$ cat src/rtl/dmem_dump_reader_pkg.sv
// Shared types for the post-run data memory dump reader.
package dump_pack;

    typedef enum logic [1:0] {
        IDLE,
        READ,
        DRAIN,
        DONE
    } dump_state_t;

    localparam int unsigned DUMP_BUF_DEPTH = 2;

endpackage

$ cat src/rtl/skid_fifo2.sv
// Two-entry valid/ready FIFO carrying a {last, data} payload, with occupancy exported so the
// producer can keep reads in flight without ever overflowing it.
module skid_fifo2 #(
    parameter int unsigned W = 9
) (
    input  logic         clk,
    input  logic         rst,
    input  logic         push,
    input  logic [W-1:0] push_data,
    input  logic         pop,
    output logic [W-1:0] head,
    output logic         valid,
    output logic [1:0]   occupancy
);

    logic [W-1:0] ent_q [2];
    logic         rd_ptr_q;
    logic         wr_ptr_q;
    logic [1:0]   cnt_q;
    logic         do_push;
    logic         do_pop;

    assign do_pop  = pop & valid;
    // A full buffer still takes a push when the head leaves in the same cycle.
    assign do_push = push & ((cnt_q != 2'd2) | do_pop);

    always_ff @(posedge clk or posedge rst) begin
        if (rst) begin
            ent_q[0] <= '0;
            ent_q[1] <= '0;
            rd_ptr_q <= 1'b0;
            wr_ptr_q <= 1'b0;
            cnt_q    <= 2'd0;
        end else begin
            if (do_push) begin
                ent_q[wr_ptr_q] <= push_data;
                wr_ptr_q        <= ~wr_ptr_q;
            end
            if (do_pop) begin
                rd_ptr_q <= ~rd_ptr_q;
            end
            cnt_q <= cnt_q + {1'b0, do_push} - {1'b0, do_pop};
        end
    end

    assign head      = ent_q[rd_ptr_q];
    assign valid     = (cnt_q != 2'd0);
    assign occupancy = cnt_q;

endmodule

$ cat src/rtl/dmem_dump_reader.sv
// Post-run data memory dump: on a rising cpu_done edge, reads a window of words in address
// order over the shared read port and streams them out on a valid/ready byte interface.
module dmem_dump_reader
    import dump_pack::*;
#(
    parameter int unsigned AW = 8,
    parameter int unsigned DW = 8
) (
    input  logic          clk,
    input  logic          start,
    input  logic          cpu_done,
    input  logic [AW-1:0] base_addr,
    input  logic [AW:0]   count,
    output logic          mem_rd_en,
    output logic [AW-1:0] mem_addr,
    input  logic [DW-1:0] mem_rdata,
    output logic [DW-1:0] dout,
    output logic          dout_valid,
    input  logic          dout_ready,
    output logic          dout_last,
    output logic          dump_busy,
    output logic          dump_done
);

    dump_state_t   state_q;
    logic          cpu_done_q;
    logic [AW-1:0] addr_q;
    logic [AW:0]   remain_q;
    logic          rd_pend_q;
    logic          rd_pend_last_q;

    logic [1:0]    buf_occ;
    logic [2:0]    occ;
    logic [DW:0]   head;
    logic          pop;
    logic          issue;
    logic          last_issue;
    logic          trigger;

    assign pop = dout_valid & dout_ready;
    // Occupancy as it stands after this cycle's transfer, so a departing word admits a new
    // read in the same cycle and a held-ready sink sees one word per cycle.
    assign occ        = {1'b0, buf_occ} + {2'b00, rd_pend_q} - {2'b00, pop};
    assign issue      = (state_q == READ) && (occ < 3'(DUMP_BUF_DEPTH));
    assign last_issue = (remain_q == (AW+1)'(1));
    assign trigger    = cpu_done & ~cpu_done_q;

    assign mem_rd_en = issue;
    assign mem_addr  = addr_q;

    always_ff @(posedge clk or posedge start) begin
        if (start) begin
            state_q        <= IDLE;
            cpu_done_q     <= 1'b0;
            addr_q         <= '0;
            remain_q       <= '0;
            rd_pend_q      <= 1'b0;
            rd_pend_last_q <= 1'b0;
            dump_busy      <= 1'b0;
            dump_done      <= 1'b0;
        end else begin
            cpu_done_q     <= cpu_done;
            rd_pend_q      <= issue;
            rd_pend_last_q <= issue & last_issue;
            case (state_q)
                IDLE: begin
                    if (trigger) begin
                        if (count == '0) begin
                            state_q   <= DONE;
                            dump_done <= 1'b1;
                        end else begin
                            state_q   <= READ;
                            addr_q    <= base_addr;
                            remain_q  <= count;
                            dump_busy <= 1'b1;
                        end
                    end
                end
                READ: begin
                    if (issue) begin
                        addr_q   <= addr_q + AW'(1);
                        remain_q <= remain_q - (AW+1)'(1);
                        if (last_issue) begin
                            state_q <= DRAIN;
                        end
                    end
                end
                DRAIN: begin
                    if (occ == 3'd0) begin
                        state_q   <= DONE;
                        dump_busy <= 1'b0;
                        dump_done <= 1'b1;
                    end
                end
                DONE: begin
                    state_q <= DONE;
                end
                default: begin
                    state_q <= IDLE;
                end
            endcase
        end
    end

    // Read data lands one cycle after the strobe and is captured with its last tag.
    skid_fifo2 #(
        .W(DW + 1)
    ) u_buf (
        .clk       (clk),
        .rst       (start),
        .push      (rd_pend_q),
        .push_data ({rd_pend_last_q, mem_rdata}),
        .pop       (dout_ready),
        .head      (head),
        .valid     (dout_valid),
        .occupancy (buf_occ)
    );

    assign dout      = head[DW-1:0];
    assign dout_last = dout_valid & head[DW];

endmodule

$ cat config.mk
export PLATFORM = sky130hd
export DESIGN_NAME = dmem_dump_reader
export DESIGN_NICKNAME = d
export VERILOG_FILES = /design/src/rtl/dmem_dump_reader_pkg.sv /design/src/rtl/skid_fifo2.sv /design/src/rtl/dmem_dump_reader.sv
export SDC_FILE = /design/constraint.sdc
export NUM_CORES = 1
export LEC_CHECK = 0
export BUFFER_PORTS_ARGS = -buffer_cell sky130_fd_sc_hd__buf_2
export CAP_MARGIN = 15
export CORE_AREA = 2 2 70 72
export DETAILED_ROUTE_END_ITERATION = 7
export DIE_AREA = 0 0 72 74
export PLACE_DENSITY = 0.8
export SLEW_MARGIN = 10
export SYNTH_ARGS = -nofsm -noshare
export SYNTH_HDL_FRONTEND = slang
export SYNTH_SLANG_ARGS = --single-unit
$ cat constraint.sdc
create_clock -name clk -period 7.5 [get_ports clk]
set_input_delay 1.5 -clock clk [delete_from_list [all_inputs] [get_ports clk]]
set_output_delay 1.5 -clock clk [all_outputs]
set_load 0.02 [all_outputs]
==> results by group <==
Yosys
  – Compound-Gate Fraction of Synth Area: 18.3%
  – Syn Area/Cell: 10.7 um^2
  – Seq cells post-synth: 46
  – Mux share of post-synthesis cell area: 13.6%
  – Post-synthesis simple-gate area fraction: 13.6%
  – Synth cell types: 55
  – Post-synth EDFFs: 0
  – Synth Area in Adders: 3.65%
  – Synth Area in XOR/XNOR: 1.68%
  – Mapped Nets: 279
  – Post-synth ARST share: 100%
  – Ys Warns: 0
  – Mapped cell area: 2600 um^2
  – Synth Instances: 243
  – Largest family of logic cells by synthesized area: compound AO/OA/AOI/OAI gates
  – Most used DFF post-synth: dfrtp_1
  – Seq/Total Area, Yosys: 44.2%

Timing
  – Clock skew: 0.00564 ns
  – Slew HR: 47.5%
  – Worst-margin pin slew: 0.784 ns
  – Final setup fails: 0
  – RSZ-0062 raised after global routing: no
  – Hold WS: 0.474 ns
  – Fin Setup TNS: 0 ns
  – Max Freq: 206 MHz
  – Period utilisation layout: 64.7%
  – Final Hold Fails: 0
  – Fin. max-slew vios: 0
  – Minimum clock period: 4.85 ns

Outcome
  – Status: complete, no violations

Finish
  – Final Util: 65.1%
  – Most frequent cells in the layout: buf_2 (49), dfrtp_1 (46), mux2_2 (26), inv_1 (18), nand2_1 (15)
  – Register Area: 1150 um^2
  – Multi-input gate area: 1320 um^2
  – Nets@finish: 327
  – Filler cells: 379
  – Share of cells above drive strength 1: 33.6%
  – Area Growth Syn to Fin: 15.0%
  – Antenna diode count: 0
  – Commonest non-fill, non-tap cell in the layout: buf_2

Detailed routing
  – Wire per inst: 15.8 um
  – Vias: 2070
  – Final ANT Viol Nets: 0
  – Vias per std cell: 5.98
  – DRC violations left: 0
  – Routed wire length: 5460 um
  – TritonRoute pass-1 iters: 4
  – Iteration-0 DRC Markers: 116

Flow run
  – Max cap viols: 0

CTS
  – Clk sinks: 46
  – TritonCTS Buffers: 5
  – CTS tree: done
  – CTS root buffer: clkbuf_8
  – CTS Hold Bufs: 0
  – Clock Path Buffers: 2
  – Worst-path clk slew: 0.09 ns
  – Post-CTS Resized: 0
  – H-tree levels: 2
  – Postcts setup bufs: 0
  – Worst skew pair latency: 0.30 ns

Worst setup path
  – CP required: 6.00 ns
  – Startpoint types: input pin
  – Reg2reg path depth: 8
  – Number of stages on the worst setup path: 8
  – Worst stage delay on the critical path: 0.41 ns
  – Worst Setup End Kind: output port
  – Critical Path AT: 3.35 ns
  – CP top delay family: adder cells
  – CP Max Fanout: 4
  – Buf/Inv on CP: 2
  – Critical path type: in2out
  – Most common cell on crit path: buf_2
  – Critical Path, Cell by Cell: buf_2 > nand3_1 > o21ai_0 > ha_1 > fa_1 > xnor2_1 > nor3_1 > buf_2
  – Critical Path Slowest Stage Cell: fa_1

Die
  – Chip Width: 72 um
  – Initial Utilization: 56.6%
  – Rows: 25
  – Die area: 5330 um^2
  – Height of the die: 74 um
  – I/O Pins: 50
  – Core area: 4600 um^2

Global route
  – GRT Resource Usage Total: 21.6%
  – Total gr overflow: 0
  – Pin count of the biggest net entering global routing: 47
  – Initial antenna violation count: 0
  – Vias in the first global route: 1884
  – First-pass GRT wire length: 8900 um

Power
  – IR drop worst, VDD: 133 uV
  – Tot Pwr: 0.641 mW
  – P per Cell Area: 214 nW/um^2
  – P_leak: 1.43 nW

Hold path
  – Min-delay worst type: reg2reg
  – WHS Path Cells: 1

Placement
  – Gpl congestion: 0.868
  – PortBufs: 49
  – DP HPWL: 3980 um
-- Yosys cell counts, drive strengths merged, types with 3 or more instances --
library cell,count,area (um^2)
a22oi,4,35.0
a31oi,3,25.0
nor2,7,26.3
nand2,15,56.3
o211ai,3,22.5
nand2b,5,31.3
a221oi,4,35.0
dfrtp,46,1150
o22ai,5,31.3
nor3,6,35.0
nand3,9,45.0
inv,19,71.3
o21ai,14,70.1
nor4,4,40.0
a21oi,9,56.3
ha,6,75.1
buf,3,27.5
mux2i,5,50.1
xnor2,3,26.3
a2bb2oi,4,35.0
clkbuf,8,30.0
mux2,27,304
-- final cells by class --
| class | count | share of cell area, % |
|---|---|---|
| inverter | 19 | 2.38 |
| tap | 54 | 2.26 |
| timing repair buffer | 52 | 8.94 |
| sequential | 46 | 38.4 |
| clock buffer | 5 | 2.30 |
| multi-input combinational | 167 | 44.2 |
| clock inverter | 3 | 1.50 |
-- per-stage QoR --
stage / setup slack (ns) / area (um^2) / cells
after detailed placement: 2.64 / 2880 / 338
after global placement: 2.68 / 2880 / 338
after global routing: 2.48 / 3000 / 346
after floorplan: 2.83 / 2600 / 243
after CTS: 2.63 / 3000 / 346
final: 2.65 / 3000 / 346
-- power breakdown --
part           total, mW  switching [mW]  leakage [nW]  internal [mW]
Combinational      0.165           0.105         0.791         0.0602
Clock              0.186          0.0872        0.0504         0.0991
Sequential         0.290          0.0250         0.591          0.265
Total              0.641           0.217          1.43          0.425
-- logic make-up (layout without fill, tap and decap cells) --
| kind of cell | count (synthesis) | after routing |
|---|---|---|
| AOI/OAI and AO/OA | 61 | 61 |
| xor gates and xnor gates | 5 | 5 |
| adders and majority gates | 7 | 7 |
| buffers and inverters | 30 | 79 |
| DFF | 46 | 46 |
| muxes | 32 | 32 |
| and+or+nand+nor | 62 | 62 |
-- path summary, 6_finish.rpt --
path                                    startpoint     endpoint  slack [ns]
worst max register to register  u_buf.occupancy[1]  mem_addr[1]        4.64
worst max-delay path                    dout_ready    mem_rd_en        2.65
min in group asynchronous                    start  mem_addr[3]        1.33
worst min-delay path                     dump_done    dump_done        0.47
max in group asynchronous                    start  remain_q[5]        5.78
worst min register to register           dump_done    dump_done        0.47
-- registers in the layout, indices dropped and copies added, names as in the netlist --
register / cells
u_buf.ent_q: 18
u_buf.wr_ptr_q: 1
rd_pend_q: 1
cpu_done_q: 1
u_buf.occupancy: 2
u_buf.rd_ptr_q: 1
dump_busy: 1
rd_pend_last_q: 1
remain_q: 9
mem_addr: 8
state_q: 2
dump_done: 1
-- routing by layer --
layer	track usage, %	vias up	share of wire (%)
li1	-	1002	-
met1	28.8	998	44
met5	0	-	0
met2	34.8	63	49
met4	8.81	0	1.6
met3	4.74	7	4.9
(Power assumes the default switching activity.)
